### src/rtl/dominos_inputs_if.sv
// Input/output bundle between the hps_io key/joystick words and the Dominos cabinet pins.
// The master drives the raw HPS words; the slave (the front end) returns active-low controls.
interface dominos_inputs_if;
    logic [10:0] ps2_key;
    logic [15:0] joystick_0;
    logic [15:0] joystick_1;
    logic        coin1_n;
    logic        coin2_n;
    logic        start1_n;
    logic        start2_n;
    logic        up1_n;
    logic        down1_n;
    logic        left1_n;
    logic        right1_n;
    logic        up2_n;
    logic        down2_n;
    logic        left2_n;
    logic        right2_n;

    modport master (
        output ps2_key, joystick_0, joystick_1,
        input  coin1_n, coin2_n, start1_n, start2_n,
               up1_n, down1_n, left1_n, right1_n,
               up2_n, down2_n, left2_n, right2_n
    );

    modport slave (
        input  ps2_key, joystick_0, joystick_1,
        output coin1_n, coin2_n, start1_n, start2_n,
               up1_n, down1_n, left1_n, right1_n,
               up2_n, down2_n, left2_n, right2_n
    );
endinterface

### src/rtl/dominos_inputs.sv
// Player-input front end for the Dominos core: PS/2 key state, joystick merge,
// direction lockout and fixed-length coin pulses, all as registered active-low pins.
module dominos_inputs #(
    parameter int unsigned COIN_PULSE_CYCLES = 120000,
    parameter int unsigned CNT_W             = 17
) (
    input  logic            clk_sys,
    input  logic            reset,
    dominos_inputs_if.slave bus
);
    typedef enum logic [3:0] {
        K_UP1, K_DOWN1, K_LEFT1, K_RIGHT1,
        K_COIN1_A, K_COIN1_B, K_COIN2_A, K_COIN2_B,
        K_START1_A, K_START1_B, K_START2_A, K_START2_B,
        K_UP2, K_DOWN2, K_LEFT2, K_RIGHT2
    } key_e;

    localparam logic [CNT_W-1:0] PULSE_LOAD = CNT_W'(COIN_PULSE_CYCLES);

    logic             tog_q;
    logic             armed_q;
    logic             key_event;
    logic [15:0]      key_sel;
    logic [15:0]      key_q;
    logic [6:0]       jq0;
    logic [6:0]       jq1;
    logic             unused_joy_bits;

    logic             up1, down1, left1, right1;
    logic             up2, down2, left2, right2;
    logic             start1, start2;
    logic [1:0]       coin_req;
    logic [1:0]       req_q;
    logic [1:0]       coin_n_q;
    logic [1:0][CNT_W-1:0] cnt_q;
    logic [9:0]       level_n_q;

    assign unused_joy_bits = ^{bus.joystick_0[15:7], bus.joystick_1[15:7]};

    // The armed flag swallows the first post-reset cycle so a stale toggle level is not a key.
    assign key_event = armed_q && (bus.ps2_key[10] != tog_q);

    always_comb begin
        // NOTE: defaulting key_sel first keeps unlisted codes inert and avoids an inferred latch.
        key_sel = '0;
        case (bus.ps2_key[7:0])
            8'h75:   key_sel[K_UP1]    = 1'b1;
            8'h72:   key_sel[K_DOWN1]  = 1'b1;
            8'h6B:   key_sel[K_LEFT1]  = 1'b1;
            8'h74:   key_sel[K_RIGHT1] = 1'b1;
            default: ;
        endcase
        if (!bus.ps2_key[8]) begin
            case (bus.ps2_key[7:0])
                8'h29:   key_sel[K_COIN1_A]  = 1'b1;
                8'h2E:   key_sel[K_COIN1_B]  = 1'b1;
                8'h14:   key_sel[K_COIN2_A]  = 1'b1;
                8'h36:   key_sel[K_COIN2_B]  = 1'b1;
                8'h16:   key_sel[K_START1_A] = 1'b1;
                8'h05:   key_sel[K_START1_B] = 1'b1;
                8'h1E:   key_sel[K_START2_A] = 1'b1;
                8'h06:   key_sel[K_START2_B] = 1'b1;
                8'h2D:   key_sel[K_UP2]      = 1'b1;
                8'h2B:   key_sel[K_DOWN2]    = 1'b1;
                8'h23:   key_sel[K_LEFT2]    = 1'b1;
                8'h34:   key_sel[K_RIGHT2]   = 1'b1;
                default: ;
            endcase
        end
    end

    always_ff @(posedge clk_sys or posedge reset) begin
        if (reset) begin
            tog_q   <= 1'b0;
            armed_q <= 1'b0;
            key_q   <= '0;
            jq0     <= '0;
            jq1     <= '0;
        end else begin
            // NOTE: non-blocking so every flop here samples pre-edge values regardless of order.
            tog_q   <= bus.ps2_key[10];
            armed_q <= 1'b1;
            jq0     <= bus.joystick_0[6:0];
            jq1     <= bus.joystick_1[6:0];
            if (key_event) begin
                key_q <= (key_q & ~key_sel) | (key_sel & {16{bus.ps2_key[9]}});
            end
        end
    end

    assign up1    = key_q[K_UP1]    | jq0[3];
    assign down1  = key_q[K_DOWN1]  | jq0[2];
    assign left1  = key_q[K_LEFT1]  | jq0[1];
    assign right1 = key_q[K_RIGHT1] | jq0[0];
    assign up2    = key_q[K_UP2]    | jq1[3];
    assign down2  = key_q[K_DOWN2]  | jq1[2];
    assign left2  = key_q[K_LEFT2]  | jq1[1];
    assign right2 = key_q[K_RIGHT2] | jq1[0];
    assign start1 = key_q[K_START1_A] | key_q[K_START1_B] | jq0[5] | jq1[5];
    assign start2 = key_q[K_START2_A] | key_q[K_START2_B] | jq0[6] | jq1[6];
    assign coin_req[0] = key_q[K_COIN1_A] | key_q[K_COIN1_B] | jq0[4];
    assign coin_req[1] = key_q[K_COIN2_A] | key_q[K_COIN2_B] | jq1[4];

    // Opposing directions cancel each other so the core never sees both asserted.
    always_ff @(posedge clk_sys or posedge reset) begin
        if (reset) begin
            level_n_q <= '1;
        end else begin
            level_n_q <= ~{start1, start2,
                           up1 & ~down1, down1 & ~up1, left1 & ~right1, right1 & ~left1,
                           up2 & ~down2, down2 & ~up2, left2 & ~right2, right2 & ~left2};
        end
    end

    // Coin pulse: a rising request edge loads the counter only when idle; busy edges are dropped.
    always_ff @(posedge clk_sys or posedge reset) begin
        if (reset) begin
            req_q    <= '0;
            coin_n_q <= '1;
            cnt_q    <= '0;
        end else begin
            req_q <= coin_req;
            for (int i = 0; i < 2; i++) begin
                if (cnt_q[i] != '0) begin
                    cnt_q[i] <= cnt_q[i] - 1'b1;
                    if (cnt_q[i] == CNT_W'(1)) begin
                        coin_n_q[i] <= 1'b1;
                    end
                end else if (coin_req[i] && !req_q[i]) begin
                    cnt_q[i]    <= PULSE_LOAD;
                    coin_n_q[i] <= 1'b0;
                end
            end
        end
    end

    assign bus.coin1_n  = coin_n_q[0];
    assign bus.coin2_n  = coin_n_q[1];
    assign bus.start1_n = level_n_q[9];
    assign bus.start2_n = level_n_q[8];
    assign bus.up1_n    = level_n_q[7];
    assign bus.down1_n  = level_n_q[6];
    assign bus.left1_n  = level_n_q[5];
    assign bus.right1_n = level_n_q[4];
    assign bus.up2_n    = level_n_q[3];
    assign bus.down2_n  = level_n_q[2];
    assign bus.left2_n  = level_n_q[1];
    assign bus.right2_n = level_n_q[0];
endmodule

### src/flat_wrapper.sv
// flat-port wrapper written by rule: the top's interface ports become plain ports
module dominos_inputs_flat 
#(
    parameter int unsigned COIN_PULSE_CYCLES = 120000,
    parameter int unsigned CNT_W             = 17
)
  (clk_sys, reset, bus_ps2_key, bus_joystick_0, bus_joystick_1, bus_coin1_n, bus_coin2_n, bus_start1_n, bus_start2_n, bus_up1_n, bus_down1_n, bus_left1_n, bus_right1_n, bus_up2_n, bus_down2_n, bus_left2_n, bus_right2_n);
  dominos_inputs_if bus_i ();
  input  logic clk_sys;
  input  logic reset;
  input wire logic [$bits(bus_i.ps2_key)-1:0] bus_ps2_key;
  input wire logic [$bits(bus_i.joystick_0)-1:0] bus_joystick_0;
  input wire logic [$bits(bus_i.joystick_1)-1:0] bus_joystick_1;
  output wire logic [$bits(bus_i.coin1_n)-1:0] bus_coin1_n;
  output wire logic [$bits(bus_i.coin2_n)-1:0] bus_coin2_n;
  output wire logic [$bits(bus_i.start1_n)-1:0] bus_start1_n;
  output wire logic [$bits(bus_i.start2_n)-1:0] bus_start2_n;
  output wire logic [$bits(bus_i.up1_n)-1:0] bus_up1_n;
  output wire logic [$bits(bus_i.down1_n)-1:0] bus_down1_n;
  output wire logic [$bits(bus_i.left1_n)-1:0] bus_left1_n;
  output wire logic [$bits(bus_i.right1_n)-1:0] bus_right1_n;
  output wire logic [$bits(bus_i.up2_n)-1:0] bus_up2_n;
  output wire logic [$bits(bus_i.down2_n)-1:0] bus_down2_n;
  output wire logic [$bits(bus_i.left2_n)-1:0] bus_left2_n;
  output wire logic [$bits(bus_i.right2_n)-1:0] bus_right2_n;
  assign bus_i.ps2_key = bus_ps2_key;
  assign bus_i.joystick_0 = bus_joystick_0;
  assign bus_i.joystick_1 = bus_joystick_1;
  assign bus_coin1_n = bus_i.coin1_n;
  assign bus_coin2_n = bus_i.coin2_n;
  assign bus_start1_n = bus_i.start1_n;
  assign bus_start2_n = bus_i.start2_n;
  assign bus_up1_n = bus_i.up1_n;
  assign bus_down1_n = bus_i.down1_n;
  assign bus_left1_n = bus_i.left1_n;
  assign bus_right1_n = bus_i.right1_n;
  assign bus_up2_n = bus_i.up2_n;
  assign bus_down2_n = bus_i.down2_n;
  assign bus_left2_n = bus_i.left2_n;
  assign bus_right2_n = bus_i.right2_n;
  dominos_inputs #(.COIN_PULSE_CYCLES(COIN_PULSE_CYCLES), .CNT_W(CNT_W)) u_core (.clk_sys(clk_sys), .reset(reset), .bus(bus_i));
endmodule
### config.mk
export PLATFORM = sky130hd
export DESIGN_NAME = dominos_inputs_flat
export DESIGN_NICKNAME = d
export VERILOG_FILES = /design/src/rtl/dominos_inputs_if.sv /design/src/rtl/dominos_inputs.sv /design/src/flat_wrapper.sv
export SDC_FILE = /design/constraint.sdc
export NUM_CORES = 1
export LEC_CHECK = 0
export ABC_AREA = 0
export CORE_MARGIN = 2
export CORE_UTILIZATION = 55
export CTS_BUF_LIST = sky130_fd_sc_hd__clkbuf_8
export DETAILED_ROUTE_END_ITERATION = 8
export HOLD_SLACK_MARGIN = 0.02
export MAX_ROUTING_LAYER = met4
export PLACE_DENSITY = 0.86
export SLEW_MARGIN = 20
export SYNTH_ARGS = -nofsm -noshare
export SYNTH_HDL_FRONTEND = slang
export SYNTH_SLANG_ARGS = --single-unit
export TNS_END_PERCENT = 1
### constraint.sdc
create_clock -name clk_sys -period 3.3 [get_ports clk_sys]
set_input_delay 0.66 -clock clk_sys [delete_from_list [all_inputs] [get_ports clk_sys]]
set_output_delay 0.66 -clock clk_sys [all_outputs]
set_load 0.01 [all_outputs]
==> results of run 1 <==
-- layout make-up --
cell class              count  area share [%]
flip-flops and latches     80           47.45
multi-input cells         220           35.21
clock inverters             6           1.766
repair buffers             39           9.420
inverters                   7          0.6476
well taps                  77           2.267
clock buffers              10           3.238
-- worst register-to-register path, stage by stage, from the launching register on --
cell	delay, ps
dfrtp_1	440
inv_1	100
ha_1	250
or4b_4	530
or4_1	540
nor3_1	230
mux2_2	370
-- worst max-delay path by stage --
stage	end	cells after the start
2_1_floorplan	async pin	1
3_3_place_gp	flip-flop	5
3_5_place_dp	flip-flop	5
4_1_cts	u_core.cnt_q[16]	6
5_1_grt	u_core.cnt_q[16]	6
6_report	u_core.cnt_q[16]	6
-- placed cells by master (no fill, tap or decap), drive strengths merged, types with 7 or more instances in the layout --
| cell | count |
|---|---|
| clkbuf | 10 |
| clkdlybuf4s50 | 38 |
| dfrtp | 68 |
| dfstp | 12 |
| inv | 9 |
| mux2 | 22 |
| mux2i | 7 |
| nand2 | 11 |
| nand2b | 7 |
| nor2 | 24 |
| nor3 | 21 |
| nor4 | 13 |
| o21ai | 16 |
| or3 | 15 |
| xnor2 | 8 |
-- through the flow --
step                power [mW]  worst slack, ps  instances  util [%]
CTS                      2.632            740.5        439     67.32
global route             2.768            628.2        439     67.32
detailed placement       1.867            442.1        423     63.95
global placement         1.835            503.7        423     63.95
floorplan                1.703            608.1        315         -
finish                   2.626            729.2        439     67.32
-- where the power goes --
group          total, mW  internal (mW)  switching (mW)
Combinational      0.556          0.264           0.292
Clock              0.766          0.382           0.384
Sequential          1.30           1.14           0.162
Total               2.63           1.79           0.838
-- cells by family after synthesis --
group / count (synthesis) / synth area share (%)
xor gates and xnor gates: 14 / 3.433
DFF: 80 / 56.46
muxes: 29 / 9.107
adders and majority gates: 4 / 1.401
and+or+nand+nor: 128 / 20.00
other: 1 / 0.1050
buffers and inverters: 15 / 1.646
AOI/OAI and AO/OA: 44 / 7.846
-- layer usage --
layer / part of all wire, % / track usage, %
met3: 4.0 / 3.835
met5: 0 / -
met4: 2.2 / 9.091
met1: 46 / 27.46
met2: 48 / 30.06
==> metrics.txt, run 1 <==
status=finished, final reports clean; area taken by multi-input logic gates=1496 um2; Layout Nets=406; CP top delay family=simple AND/OR/NAND/NOR gates; antenna cells=0; Placer Congestion=0.8839; post-DP HPWL=roughly 4600 um; P&R area growth vs syn=18.98%; clock latency on the worst-skew pair=350 ps; core area=6314 um2; FFs w/ async S/R, synth=100.0%; Synth Area per Inst=roughly 11 um2; HP Class=flip-flop to flip-flop; Antenna Nets Post-Route=0; arrival time worst endpoint=2810 ps; vias per cell=5.825; number of buffers created by CTS=9; Max Clock Skew=about 4.2 ps; Crit path largest cell delay=540 ps; Port Buffers=38; clk sinks=80; CTS tree=yes; Critical Path RT=between 3000 and 4000 ps; CP startpoint=u_core.cnt_q[1]; Max-cap violations=0; Die X=84.59 um; fmax=slightly below 400 MHz; initial antenna violation count=0; Die Ht=roughly 85 um; Post-synth top cells=dfrtp_1 (68), nor2_1 (24), mux2_2 (20), nor3_1 (20); remaining global-route overflow=0; synth top area cells=dfrtp_1 (48%), dfstp_2 (8.8%), mux2_2 (6.3%); fin crit share=77.90%; RR Startpoint=u_core.cnt_q[1]; placed cell area=4038 um2; sequential-to-total area share from yosys stat=56.46%; R2R cell count=6; WS Path Type=flip-flop to flip-flop; worst-path cell chain=inv_1 -> ha_1 -> or4b_4 -> or4_1 -> nor3_1 -> mux2_2; vias in the first global route=2417; Peak supply drop=0.3987 mV; CP max FO=6; GR Util All Layers=about a fifth; drt first pass iters=6; via count=around 2600; Die Area=7155 um2; Worst Tran Pin Value=743.6 ps; DRT iter0 DRCs=150; Setup crit end kind=flip-flop; CTS hold repair buffers=0; Routed Wire Length=6592 um; hold depth=1; Synth Flop Type=dfrtp_1; Mapped Area=3572 um2; Register Area=2017 um2; cell row count=29; critical path buffer and inverter count=1; crit path time final=approximately 2600 ps; Post-CTS Resized=0; WL per Instance=between 15 and 20 um; Startpoint Class=flip-flop; reg-to-reg endpoint=u_core.cnt_q[16]; Fillers=about 470; Leakage=1.754 nW; WHS=369.4 ps; # DRC=0; RSZ-0062 raised after global routing=false; Synth area leader=dfrtp_1; share of cells above drive strength 1=16.30%; Seq cells post-synth=80; Cells after Synth=315; Post-CTS Setup Bufs=0; IO Pins=57; final instance area=4250 um2; most common cell in the synthesized netlist=dfrtp_1; hold endpoint=u_core.level_n_q[8]; Yosys top cell area share=47.64%; CTS clk-pin slew, worst paths=90 ps; endpoints failing hold=0; Netlist cell types=47; Synth warnings=0; Pins Over Slew Limit=0; clock root buffer=clkbuf_8; clk buf depth=2; Final Setup Violations=0; Slowest-stage cell, CP=or4_1; Synthesized Nets=364; Initial Utilization=56.58%; Post-synth EDFFs=0; htree depth=3; worst hold start=u_core.jq1[6]; largest net degree at the start of global routing=44; PD cells=617.9 nW/um2; R2R setup slack=between 700 and 800 ps; global-route wire length before repair=11090 um; Rel. slew slack=slightly above 50%; Fin Setup TNS=0 ps
Note: power is estimated with default switching activity, not from simulation.
==> inputs of run 2 (changes only) <==
==> constraint.sdc (replaced) <==
create_clock -name clk_sys -period 2.4 [get_ports clk_sys]
set_input_delay 0.48 -clock clk_sys [delete_from_list [all_inputs] [get_ports clk_sys]]
set_output_delay 0.48 -clock clk_sys [all_outputs]
set_load 0.01 [all_outputs]
==> run 2 against run 1 <==
Critical path type unchanged. Power increased by 41%. Non-clock buffer count rose by 13. Fmax rose by 11%. First-iteration DRC count is 29% higher. Via count up 4.7%. Critical path depth did not move. Global-route usage increased by 2.1 points. Die area did not move.
==> metrics.txt, run 2 (same netlist as run 1, synthesis figures left out) <==
initial antenna violation count=0; CTS hold repair buffers=0; vias in the first global route=approximately 2600; placed cells=between 400 and 500; CTS tree=yes; CTS clk-pin slew, worst paths=roughly 80 ps; status=finished, final reports clean; Placer Congestion=roughly 0.87; share of cells above drive strength 1=19.47%; antenna cells=0; core area=6314 um2; pre-CTS WS=-242.2 ps; WHS=363.1 ps; Max Clock Skew=8.468 ps; Startpoint Class=flip-flop; Crit path largest cell delay=510 ps; cell row count=29; Initial Utilization=56.58%; fin crit share=between 90% and 100%; Port Buffers=38; IO Pins=57; CP max FO=7; clk sinks=80; PD cells=844.5 nW/um2; crit path time final=~2300 ps; htree depth=3; WL per Instance=around 16 um; drt first pass iters=5; Layout Nets=419; worst-path cell chain=inv_1 -> ha_1 -> or4b_4 -> or2_1 -> or3_1 -> mux2_4; Worst Tran Pin Value=583.2 ps; commonest non-fill, non-tap cells in the layout=dfrtp_1 (68), clkdlybuf4s50_1 (38), nor2_1 (24), mux2_2 (20), nor3_1 (19); Rel. slew slack=61.04%; P&R area growth vs syn=22.56%; fmax=430.8 MHz; Post-Layout Cell Count=452; via count=2676; largest net degree at the start of global routing=34; Leakage=around 1.8 nW; endpoints failing hold=0; remaining global-route overflow=0; clk buf depth=2; vias per cell=5.920; clock root buffer=clkbuf_8; Critical Path RT=2630 ps; most common cell after layout, fill and taps aside=dfrtp_1; Routed Wire Length=about 7400 um; WS Path Type=flip-flop to flip-flop; final instance area=4378 um2; Peak supply drop=0.6910 mV; Die X=84.59 um; Fillers=between 400 and 500; Util after Layout=69.34%; arrival time worst endpoint=around 2600 ps; Setup crit end kind=flip-flop; Die Area=7155 um2; Max-cap violations=0; GR Util All Layers=22.40%; DRT iter0 DRCs=193; global-route wire length before repair=12290 um; worst setup margin=78.55 ps; Post-CTS Setup Bufs=0; HP Class=flip-flop to flip-flop; post-DP HPWL=5061 um; number of buffers created by CTS=9; Pins Over Slew Limit=0; Antenna Nets Post-Route=0; clock latency on the worst-skew pair=~340 ps; RSZ-0062 raised after global routing=false; Post-CTS Resized=0; Final Setup Violations=0; Die Ht=84.59 um; Slowest-stage cell, CP=or4b_4; # DRC=0; placed cell area=4150 um2
[run 2: where the power goes]
| group | switching [mW] | leakage [nW] | total [mW] | internal [mW] |
|---|---|---|---|---|
| clock network | 0.475 | 0.112 | 1.05 | 0.578 |
| registers | 0.234 | 0.976 | 1.80 | 1.57 |
| logic | 0.437 | 0.739 | 0.839 | 0.402 |
| total | 1.15 | 1.83 | 3.70 | 2.55 |
[run 2: layer usage]
layer  part of all wire, %  vias up  global-route usage (%)
met1                    42     1296                   28.49
met4                   1.6        0                   8.658
met2                    52       95                   35.79
li1                      -     1272                       -
met3                   4.3       13                   4.326
met5                     0        -                       -
[run 2: critical path: cells and delay by family, from the launching register on]
family                     cells  cell delay (ps)
buffers and inverters          1              100
adders and majority gates      1              200
muxes                          1              310
and+or+nand+nor                3             1210
DFF                            1              390
[run 2: worst paths after layout]
| check | from | endpoint | slack (ps) | cells past startpoint |
|---|---|---|---|---|
| min in group asynchronous | reset | u_core.cnt_q[20] | 550 | 2 |
| worst max-delay path | u_core.cnt_q[1] | u_core.cnt_q[12] | 80 | 6 |
| max in group asynchronous | reset | u_core.level_n_q[7] | 1250 | 3 |
| worst max register to register | u_core.cnt_q[1] | u_core.cnt_q[12] | 80 | 6 |
| worst min-delay path | u_core.jq1[6] | u_core.level_n_q[8] | 360 | 1 |
| worst min register to register | u_core.jq1[6] | u_core.level_n_q[8] | 360 | 1 |
[run 2: stage by stage]
step | total power [mW] | TNS (ps)
CTS | 3.705 | 0
floorplan | 2.342 | 0
global placement | 2.568 | -1127
global route | 3.897 | 0
detailed placement | 2.631 | -1594
finish | 3.697 | 0
[run 2: layout make-up]
type	instances	area, um2	area share [%]
Multi-Input combinational cell	220	1511	34.52
Timing Repair Buffer	52	510.5	11.66
Clock buffer	9	123.9	2.829
Sequential cell	80	2017	46.07
Clock inverter	7	88.84	2.029
Inverter	7	30.03	0.6859
Tap cell	77	96.34	2.201
==> inputs of run 3 (changes only) <==
--- a/config.mk
+++ b/config.mk
@@ -6,13 +6,14 @@
 export NUM_CORES = 1
 export LEC_CHECK = 0
 export ABC_AREA = 0
-export CORE_MARGIN = 2
-export CORE_UTILIZATION = 55
+export CAP_MARGIN = 25
+export CORE_MARGIN = 10
+export CORE_UTILIZATION = 45
 export CTS_BUF_LIST = sky130_fd_sc_hd__clkbuf_8
 export DETAILED_ROUTE_END_ITERATION = 8
 export HOLD_SLACK_MARGIN = 0.02
 export MAX_ROUTING_LAYER = met4
-export PLACE_DENSITY = 0.86
+export PLACE_DENSITY = 0.73
 export SLEW_MARGIN = 20
 export SYNTH_ARGS = -nofsm -noshare
 export SYNTH_HDL_FRONTEND = slang
==> run 3 against run 2 <==
Register-to-register slack improved by 40 ps. Power fell by 0.27%. Global-route usage fell by 9.3 points. Critical path depth did not move. Clock skew rose by 1.2 ps. Die area rose by 66%. Combinational power fell by 3.2%. Clock power rose by 4%. Fmax rose by 1.6%. Sequential share of layout area fell by 0.053 points. Core utilization fell by 13 points. Critical path type unchanged. Largest cell class unchanged. Largest power group unchanged.
==> metrics.txt, run 3 (same netlist as run 1, synthesis figures left out) <==
status=finished, final reports clean; cell row count=32; Rel. slew slack=between 60% and 70%; combinational power share=between 20 and 25%; clk sinks=80; Port Buffers=38; # DRC=0; CTS clk-pin slew, worst paths=around 90 ps; antenna cells=0; sequential share of power=48.4%; CTS tree=yes; reg-to-reg endpoint=u_core.cnt_q[16]; Crit path depth=6; worst hold start=u_core.jq1[5]; Net Switching=1.133 mW; Worst Tran Pin Value=516.3 ps; GR Util All Layers=around an eighth; vias in the first global route=2554; via count=2602; Die Ht=109.1 um; core area=approximately 7700 um2; DRT iter0 DRCs=134; Max-cap violations=0; Initial Utilization=between 40% and 50%; Leakage=1.813 nW; pre-CTS WS=-244.4 ps; global-route wire length before repair=12060 um; Antenna Nets Post-Route=0; CP top delay family=simple AND/OR/NAND/NOR gates; RSZ-0062 raised after global routing=false; commonest non-fill, non-tap cells in the layout=dfrtp_1 (68), clkdlybuf4s50_1 (38), nor2_1 (24), nor3_1 (20), mux2_2 (20); WHS=~370 ps; R2R setup slack=110 ps; IO Pins=57; HP Class=flip-flop to flip-flop; hold depth=1; Pins Over Slew Limit=0; largest net degree at the start of global routing=approximately 80; Post-Layout Cell Count=476; PD cells=841.2 nW/um2; Post-CTS Setup Bufs=0; Setup crit end kind=flip-flop; Slowest-stage cell, CP=or4_1; Startpoint Class=flip-flop; Die Area=11900 um2; switching part of the total=30.74%; WS Path Type=flip-flop to flip-flop; Fillers=~640; Critical Path RT=2650 ps; WL per Instance=14.92 um; worst-path cell chain=inv_1 -> ha_1 -> or4b_4 -> or4_1 -> nor3_1 -> mux2_2; Layout Nets=418; CP max FO=5; drt first pass iters=4; number of buffers created by CTS=9; crit path time final=about 2300 ps; clock latency on the worst-skew pair=360 ps; share of cells above drive strength 1=18.72%; Crit path largest cell delay=540 ps; Util after Layout=56.72%; Final Setup Violations=0; Placer Congestion=0.8956; Post-CTS Resized=0; initial antenna violation count=0; placed cells=460; Routed Wire Length=7102 um; fmax=437.5 MHz; arrival time worst endpoint=2540 ps; Die X=109.1 um; endpoints failing hold=0; critical path buffer and inverter count=1; post-DP HPWL=4988 um; clock root buffer=clkbuf_8; fin crit share=95.24%; RR Startpoint=u_core.cnt_q[1]; Clk pwr share=between 20% and 30%; remaining global-route overflow=0; Max Clock Skew=9.683 ps; htree depth=3; Pint=2.553 mW; most common cell after layout, fill and taps aside=dfrtp_1; hold endpoint=u_core.level_n_q[9]; CP startpoint=u_core.cnt_q[1]; CTS hold repair buffers=0; R2R cell count=6; vias per cell=5.466; clk buf depth=2; Fin Setup TNS=0 ps; P&R area growth vs syn=22.70%; Peak supply drop=just under 0.4 mV; worst setup margin=114.2 ps
[run 3: power groups by stage]
stage,Sequential (mW),Clock (mW),Combinational [mW]
global route,1.82,1.18,0.911
global placement,1.79,0,0.780
CTS,1.78,1.11,0.815
floorplan,1.77,0,0.577
finish,1.78,1.09,0.812
detailed placement,1.80,0,0.809
[run 3: final cells by class]
| type | count | area (um2) | share of cell area [%] |
|---|---|---|---|
| Sequential cell | 80 | 2017 | 46.02 |
| Clock buffer | 9 | 123.9 | 2.826 |
| Timing Repair Buffer | 51 | 490.5 | 11.19 |
| Clock inverter | 7 | 97.59 | 2.227 |
| Tap cell | 102 | 127.6 | 2.912 |
| Inverter | 7 | 30.03 | 0.6851 |
| Multi-Input combinational cell | 220 | 1496 | 34.14 |
[run 3: worst max path at each step]
stage / end / slack (ps)
2_1_floorplan: u_core.cnt_q[16] / 110
3_3_place_gp: flip-flop / -210
3_5_place_dp: flip-flop / -240
4_1_cts: u_core.cnt_q[16] / 110
5_1_grt: u_core.cnt_q[16] / 2
6_report: u_core.cnt_q[16] / 110
[run 3: layer usage]
layer	GRT usage (%)	vias up	wire length, um
li1	-	1269	-
met1	17.21	1246	3497
met2	18.59	69	3205
met3	3.953	18	271
met4	4.896	0	127
met5	-	-	0
[run 3: through the flow]
stage,power (mW),area [um2]
detailed placement,2.610,4161
finish,3.687,4383
CTS,3.705,4383
global route,3.909,4383
global placement,2.574,4161
floorplan,2.342,3576
